### src/rtl/pwm_pkg.sv
// Shared definitions for the PWM timer controller.
// Holds the default counter/prescaler widths, the PWM function encodings
// consumed by the downstream generator, and the controller state type.
package pwm_pkg;

  localparam int CNT_W_DEF = 16;
  localparam int PSC_W_DEF = 8;

  typedef enum logic [1:0] {
    FN_ALIGN_LEFT  = 2'b00,
    FN_ALIGN_RIGHT = 2'b01,
    FN_RANGE       = 2'b10
  } pwm_fn_e;

  typedef enum logic {
    ST_IDLE = 1'b0,
    ST_RUN  = 1'b1
  } pwm_state_e;

endpackage

### src/rtl/pwm_prescaler.sv
// Clock prescaler for the PWM timer.
// Counts 0..prescale while run is high and flags tick in the cycle the count
// reaches prescale. clr zeroes the count and suppresses tick.
// Ports: clk, rst_n (async, active-low), run, clr, prescale -> tick.
module pwm_prescaler
  import pwm_pkg::*;
#(
  parameter int PSC_W = PSC_W_DEF
) (
  input  logic             clk,
  input  logic             rst_n,
  input  logic             run,
  input  logic             clr,
  input  logic [PSC_W-1:0] prescale,
  output logic             tick
);

  logic [PSC_W-1:0] psc_q, psc_d;
  logic             at_top;

  always_comb begin
    // >= rather than == so a prescale lowered below the held count cannot
    // leave the counter running all the way round its full range.
    at_top = (psc_q >= prescale);
    tick   = run && !clr && at_top;
    psc_d  = psc_q;
    if (clr) begin
      psc_d = '0;
    end else if (run) begin
      psc_d = at_top ? '0 : psc_q + PSC_W'(1);
    end
  end

  always_ff @(posedge clk or negedge rst_n) begin
    if (!rst_n) begin
      psc_q <= '0;
    end else begin
      psc_q <= psc_d;
    end
  end

endmodule

### src/rtl/pwm_timer_ctrl.sv
// PWM timer controller: run/idle sequencing, prescaled period counter with
// wrap pulse, and double-buffered configuration (staging -> active).
// Ports:
//   clk, rst_n (async, active-low), en, cnt_clr, prescale
//   cfg_wr, cfg_period, cfg_compare1, cfg_compare2, cfg_functions, cfg_pwm_en
//   count_val, period, compare1, compare2, functions, pwm_en, ovf, upd_pending
//
// state   | meaning
// --------+-------------------------------------------------------------
// ST_IDLE | counter frozen, ovf low, staging copied to active every cycle
// ST_RUN  | prescaler ticks advance count_val; staging copied on wrap
module pwm_timer_ctrl
  import pwm_pkg::*;
#(
  parameter int CNT_W = CNT_W_DEF,
  parameter int PSC_W = PSC_W_DEF
) (
  input  logic             clk,
  input  logic             rst_n,
  input  logic             en,
  input  logic             cnt_clr,
  input  logic [PSC_W-1:0] prescale,
  input  logic             cfg_wr,
  input  logic [CNT_W-1:0] cfg_period,
  input  logic [CNT_W-1:0] cfg_compare1,
  input  logic [CNT_W-1:0] cfg_compare2,
  input  logic [1:0]       cfg_functions,
  input  logic             cfg_pwm_en,
  output logic [CNT_W-1:0] count_val,
  output logic [CNT_W-1:0] period,
  output logic [CNT_W-1:0] compare1,
  output logic [CNT_W-1:0] compare2,
  output logic [1:0]       functions,
  output logic             pwm_en,
  output logic             ovf,
  output logic             upd_pending
);

  pwm_state_e       state_q, state_d;
  logic [CNT_W-1:0] cnt_q, cnt_d;
  logic             ovf_q, ovf_d;
  logic             pend_q, pend_d;
  logic             pwm_en_q, pwm_en_d;

  logic [CNT_W-1:0] stg_per_q, stg_per_d, stg_cmp1_q, stg_cmp1_d, stg_cmp2_q, stg_cmp2_d;
  logic [1:0]       stg_fn_q, stg_fn_d;
  logic             stg_en_q, stg_en_d;

  logic [CNT_W-1:0] act_per_q, act_per_d, act_cmp1_q, act_cmp1_d, act_cmp2_q, act_cmp2_d;
  logic [1:0]       act_fn_q, act_fn_d;
  logic             act_en_q, act_en_d;

  logic run, tick, at_end, wrap, copy;

  assign run = (state_q == ST_RUN);

  pwm_prescaler #(.PSC_W(PSC_W)) u_psc (
    .clk      (clk),
    .rst_n    (rst_n),
    .run      (run),
    .clr      (cnt_clr),
    .prescale (prescale),
    .tick     (tick)
  );

  always_comb begin
    state_d = en ? ST_RUN : ST_IDLE;

    // Period 0 or 1 degenerates to "wrap on every tick"; guard before the
    // subtraction so period 0 cannot underflow.
    at_end = (act_per_q <= CNT_W'(1)) || (cnt_q >= act_per_q - CNT_W'(1));
    wrap   = tick && at_end;
    copy   = wrap || !run || cnt_clr;

    cnt_d = cnt_q;
    ovf_d = 1'b0;
    if (cnt_clr) begin
      cnt_d = '0;
    end else if (tick) begin
      if (at_end) begin
        cnt_d = '0;
        ovf_d = 1'b1;
      end else begin
        cnt_d = cnt_q + CNT_W'(1);
      end
    end

    stg_per_d  = stg_per_q;
    stg_cmp1_d = stg_cmp1_q;
    stg_cmp2_d = stg_cmp2_q;
    stg_fn_d   = stg_fn_q;
    stg_en_d   = stg_en_q;
    act_per_d  = act_per_q;
    act_cmp1_d = act_cmp1_q;
    act_cmp2_d = act_cmp2_q;
    act_fn_d   = act_fn_q;
    act_en_d   = act_en_q;
    pend_d     = pend_q;

    if (copy) begin
      act_per_d  = stg_per_q;
      act_cmp1_d = stg_cmp1_q;
      act_cmp2_d = stg_cmp2_q;
      act_fn_d   = stg_fn_q;
      act_en_d   = stg_en_q;
      pend_d     = 1'b0;
    end
    // A write landing on a copy event goes to staging after the old staging
    // has moved to active, so it stays pending for the next copy.
    if (cfg_wr) begin
      stg_per_d  = cfg_period;
      stg_cmp1_d = cfg_compare1;
      stg_cmp2_d = cfg_compare2;
      stg_fn_d   = cfg_functions;
      stg_en_d   = cfg_pwm_en;
      pend_d     = 1'b1;
    end

    pwm_en_d = act_en_d && (state_d == ST_RUN);
  end

  always_ff @(posedge clk or negedge rst_n) begin
    if (!rst_n) begin
      state_q    <= ST_IDLE;
      cnt_q      <= '0;
      ovf_q      <= 1'b0;
      pend_q     <= 1'b0;
      pwm_en_q   <= 1'b0;
      stg_per_q  <= '0;
      stg_cmp1_q <= '0;
      stg_cmp2_q <= '0;
      stg_fn_q   <= '0;
      stg_en_q   <= 1'b0;
      act_per_q  <= '0;
      act_cmp1_q <= '0;
      act_cmp2_q <= '0;
      act_fn_q   <= '0;
      act_en_q   <= 1'b0;
    end else begin
      state_q    <= state_d;
      cnt_q      <= cnt_d;
      ovf_q      <= ovf_d;
      pend_q     <= pend_d;
      pwm_en_q   <= pwm_en_d;
      stg_per_q  <= stg_per_d;
      stg_cmp1_q <= stg_cmp1_d;
      stg_cmp2_q <= stg_cmp2_d;
      stg_fn_q   <= stg_fn_d;
      stg_en_q   <= stg_en_d;
      act_per_q  <= act_per_d;
      act_cmp1_q <= act_cmp1_d;
      act_cmp2_q <= act_cmp2_d;
      act_fn_q   <= act_fn_d;
      act_en_q   <= act_en_d;
    end
  end

  assign count_val   = cnt_q;
  assign period      = act_per_q;
  assign compare1    = act_cmp1_q;
  assign compare2    = act_cmp2_q;
  assign functions   = act_fn_q;
  assign pwm_en      = pwm_en_q;
  assign ovf         = ovf_q;
  assign upd_pending = pend_q;

endmodule

### config.mk
export PLATFORM = sky130hd
export DESIGN_NAME = pwm_timer_ctrl
export DESIGN_NICKNAME = d
export VERILOG_FILES = /design/src/rtl/pwm_pkg.sv /design/src/rtl/pwm_prescaler.sv /design/src/rtl/pwm_timer_ctrl.sv
export SDC_FILE = /design/constraint.sdc
export NUM_CORES = 1
export LEC_CHECK = 0
export BUFFER_PORTS_ARGS = -buffer_cell sky130_fd_sc_hd__buf_2
export CAP_MARGIN = 20
export CORE_MARGIN = 2
export CORE_UTILIZATION = 45
export DETAILED_ROUTE_END_ITERATION = 7
export GPL_TIMING_DRIVEN = 0
export HOLD_SLACK_MARGIN = 0.15
export PLACE_DENSITY = 0.72
export SLEW_MARGIN = 10
export SYNTH_ARGS = -nofsm -noshare
export SYNTH_HDL_FRONTEND = slang
export SYNTH_HIERARCHICAL = 1
export SYNTH_SLANG_ARGS = --single-unit
### constraint.sdc
create_clock -name clk -period 4.1 [get_ports clk]
set_input_delay 1.23 -clock clk [delete_from_list [all_inputs] [get_ports clk]]
set_output_delay 1.23 -clock clk [all_outputs]
set_load 0.02 [all_outputs]
# Word level (Yosys, flattened, before mapping)
# Index checks and enable logic that the tools add are counted.
# totals
word_cells,47
register_bits,130
# classes
add_sub_neg,3
n_reduce_logical,12
magnitude_cmp,3
n_mux,13
# ops
operator,n
two-way mux 16 bit,3
two-way mux 8 bit,3
"adder 16 x 1 -> 16 bit, second input constant",1
>= comparator 16 bit,1
"less-or-equal comparator 16 x 1 -> 1 bit, second input constant",1
"subtractor 16 x 1 -> 16 bit, second input constant",1
"adder 8 x 1 -> 8 bit, second input constant",1
>= comparator 8 bit,1
two-way mux 1 bit,7
nonzero test 2 bit,3
logical AND 1 bit,4
logical OR 1 bit,3
zero test 1 bit,2

# Longest topological paths before layout
# depth
ltp_word,8
mapped_depth,13
depth_no_buf,12

# By module
# The synthesis kept the hierarchy.
# modules_own_cells
mod,area_each_um2,cells_per_inst,instances
pwm_timer_ctrl,5442.7,405,1
pwm_prescaler,679.4,75,1

# Worst setup path after synthesis
# Ideal clock, no wire load.
# synth_path
path_kind,reg2reg
startpoint,"register act_per_q[3], in the netlist period[3]"
endpoint,"register cnt_q[9], in the netlist count_val[9]"
path_stages_with_launch,13
t_required_ns,3.976
setup_ns,0.124
arrival_ns,3.471
n_path_buf,1
slack_ns,0.505
cell_sequence,dfrtp_1 nor4_1 nand2_1 nor4b_1 xnor2_1 ha_1 nand4_2 or3_1 or4_1 and3_1 buf_6 and3_4 a211o_1
# synth_via
elab_chain_len,6
# synth_rtl
element,line,text
"start, declared",pwm_timer_ctrl.sv:49,"logic [CNT_W-1:0] act_per_q, act_per_d, act_cmp1_q, act_cmp1_d, act_cmp2_q, act_cmp2_d;"
"start signal, assigned",pwm_timer_ctrl.sv:150,act_per_q <= act_per_d;
subtractor 16 x 1 -> 16 bit,pwm_timer_ctrl.sv:71,at_end = (act_per_q <= CNT_W'(1)) || (cnt_q >= act_per_q - CNT_W'(1));
>= comparator 16 bit,pwm_timer_ctrl.sv:71,
logical OR 1 bit (*),pwm_timer_ctrl.sv:71,
two-way mux 16 bit (*),pwm_timer_ctrl.sv:80,if (at_end) begin
two-way mux 16 bit (*),pwm_timer_ctrl.sv:79,end else if (tick) begin
two-way mux 16 bit (*),pwm_timer_ctrl.sv:77,if (cnt_clr) begin
"end signal, assigned",pwm_timer_ctrl.sv:141,cnt_q <= cnt_d;
"end, declared",pwm_timer_ctrl.sv:40,"logic [CNT_W-1:0] cnt_q, cnt_d;"
# Mark *: on every way between the ends. The rest lies on a longest branch, timed or not. The select of a mux whose other input is x is not followed.
# A chain may end at the register's enable or synchronous reset.

# Worst setup path in the final report
# layout_path
startpoint,input port prescale[0]
endpoint,"register cnt_q[5], in the netlist count_val[5]"
# layout_via
elab_chain_len,3
# layout_rtl
element,line,text
"start, declared",pwm_timer_ctrl.sv:22,"input logic [PSC_W-1:0] prescale,"
>= comparator 8 bit,pwm_prescaler.sv:24,at_top = (psc_q >= prescale);
logical AND 1 bit,pwm_prescaler.sv:25,tick = run && !clr && at_top;
named net tick,pwm_timer_ctrl.sv:53,"logic run, tick, at_end, wrap, copy;"
nonzero test 2 bit (no source line),n/a,
# The timed path passes the listed nets, and every way through them passes these cells.

==> qor.yml <==
layout-drive-gt1-share_pct: 37.9
period_share_pct: 95.4
cts_max_level: 4
fin_tns_setup_ns: 0
dp_hpwl_um: 9990
synth.net_count: 572
grt_first_pass_wirelength_um: 22400
worstPathArrival_ns: 4.24
setup_viol: 0
finalMaxSlewViolations: 0
power_density_nw_per_um2: 457
layout_commonest_cell: "buf_2"
ant_nets: 0
io_pins: 133
nets: 723
rsz0062_at_grt: "false"
slew_headroom_pct: 51.4
holdPathStages: 1
synth_top_area_cell: "dfrtp_1"
grt_max_degree: 71
fp.dieArea_um2: 14600
numClockSinks: 130
drv_cap: 0
hold_slack_ns: 0.480
synth_top_area_share_pct: 53.1
r2r-end: "compare2[7]$_DFFE_PN0P_"
antenna_found_initial: 1
track_usage_pct: 19.7
ys_warn_count: 6
crit_path_end_kind: "flop"
finalHoldViolations: 0
final_cell_mix: "buf_2, dfrtp_1, mux2_2, mux2_1, ha_1"
ir_drop_uv: 394
die_x_um: 121
die_y_um: 121
finalPower_mw: 3.51
synthTopCellsByArea: "dfrtp_1, mux2_2, mux2_1"
r2r_start: "period[7]$_DFFE_PN0P_"
synth_area_um2: 6120
clock_latency_ns: 0.41
top_usage_layer: "met2"
holdPathEnd: "compare1[11]$_DFFE_PN0P_"
first_iter_violations: 227
status: "complete, no violations"
post-place-cells: 788
grt_pass1_vias: 4618
post-route-drc-count: 0
io_buffers: 131
timing.fmax_mhz: 256
critical_path_required_ns: 4.43
dp_slack_ns: -0.110
r2r_slack_ns: 0.33
synth.distinct_cells: 57
ys_seq_area_share_pct: 53.1
avgSynthCellArea_um2: 12.8
core_um2: 13200
post-route-cell-area_um2: 7680
hold_path.class: "reg2reg"
max_slew.worst_pin.slew_ns: 0.725
crit_type: "in2reg"
ys_ff_latch: 130
num_rows: 42
cp-start-kind: "input port"
cts_tree: "yes"
p_leak_nw: 3.62
gp_congestion: 0.828
path_clk_slew_ns: 0.06
fin_util_pct: 58.0
grtUsageMet3_pct: 6.46
first_pass_iters: 6
cp_max_fo: 10
routed-via-count: 4388
overflow: 0
drt-total-wl_um: 13600
ys.flop_type: "dfrtp_1"
synthCells: 480
avgRoutedWirePerCell_um: 16.5
viasPerCell: 5.34
r2r_cells: 13
grt_use_met2_pct: 33.3
cts_buffers: 17
fin_crit_ns: 3.91
synth_edf_count: 0
min_from: "compare1[11]$_DFFE_PN0P_"
clock_path_buffers: 2
clockRootBuffer: "clkbuf_16"
async_reset_ff_share_pct: 100
layout.cells.non_filler: 821
fin_ws_ns: 0.190
gr-usage-met1_pct: 23.5
initial_core_util_pct: 46.2
skew_ns: 0.00602
post_dp_cell_area_um2: 7030
synthToLayoutAreaGrowth_pct: 25.5
[routing by layer]
metal	share of wire, %	wire length [µm]
met1	43	5770
met2	49	6670
met3	6.6	893
met4	1.7	224
met5	0.096	13
[what timing repair did]
item,CTS,global route
resized for setup,2,7
hold buffers,0,0
setup buffers,0,0
endpoints found under the setup margin,50,50
hold endpoints to repair,0,0
[worst max path at each step]
stage | slack, ns | endpoint | depth (start not counted) | from
after floorplan | 0.50 | count_val[9]$_DFFE_PN0P_ | 12 | period[3]$_DFFE_PN0P_
after global placement | 0.02 | count_val[14]$_DFFE_PN0P_ | 12 | prescale[0]
after detailed placement | -0.11 | period[8]$_DFFE_PN0P_ | 12 | period[2]$_DFFE_PN0P_
after CTS | 0.003 | period[13]$_DFFE_PN0P_ | 12 | period[2]$_DFFE_PN0P_
after global routing | 0.0005 | count_val[5]$_DFFE_PN0P_ | 12 | prescale[0]
final | 0.19 | count_val[5]$_DFFE_PN0P_ | 12 | prescale[0]
[cell families after synthesis]
kind of cell             Yosys count  share of synthesized area [%]
AO/OA/AOI/OAI                     62                           7.75
XOR/XNOR                          14                           2.00
adder cells (fa/ha/maj)           28                           5.72
buffers and inverters             33                           2.29
flip-flops                       130                           53.1
multiplexers                     101                           18.6
AND/OR/NAND/NOR                  112                           10.5
[cell usage after synthesis (9+ instances only)]
library cell  number
nand2_1           22
a21oi_1            9
nand3_1           17
nor2_1            13
o21ai_0           16
dfrtp_1          130
mux2_2            51
ha_1              28
mux2_1            50
inv_1             18
[critical path, stage by stage]
cell and delay [ns]:
buf_2 0.10, ha_1 0.26, nand2b_4 0.10, a2111o_1 0.23
nand3_1 0.10, a211oi_1 0.61, nand2b_1 0.17, a2111oi_1 0.59
nand3_1 0.19, buf_2 0.22, or3_1 0.35, o21ai_0 0.08
[flip-flops by register name, indices dropped and copies added, names as in the netlist, 2 cells and up]
register     count
compare1        16
compare2        16
count_val       16
period          16
stg_cmp1_q      16
stg_cmp2_q      16
stg_per_q       16
u_psc/psc_q      8
functions        2
stg_fn_q         2
[area by class of cell]
class | count | area, µm²
Fill cell | 1127 | 5560
Sequential cell | 130 | 3250
Multi-Input combinational cell | 317 | 2770
Timing Repair Buffer | 132 | 689
Clock buffer | 23 | 478
Tap cell | 176 | 220
Clock inverter | 9 | 129
Buffer | 15 | 80.1
Inverter | 18 | 67.6
Antenna cell | 1 | 2.50
[report_power, final]
part	total, mW	internal (mW)	switching (mW)
sequential	1.49	1.41	0.0893
clock	1.54	1.00	0.540
combinational	0.477	0.211	0.266
total	3.51	2.62	0.895
Note: power is estimated with default switching activity, not from simulation.
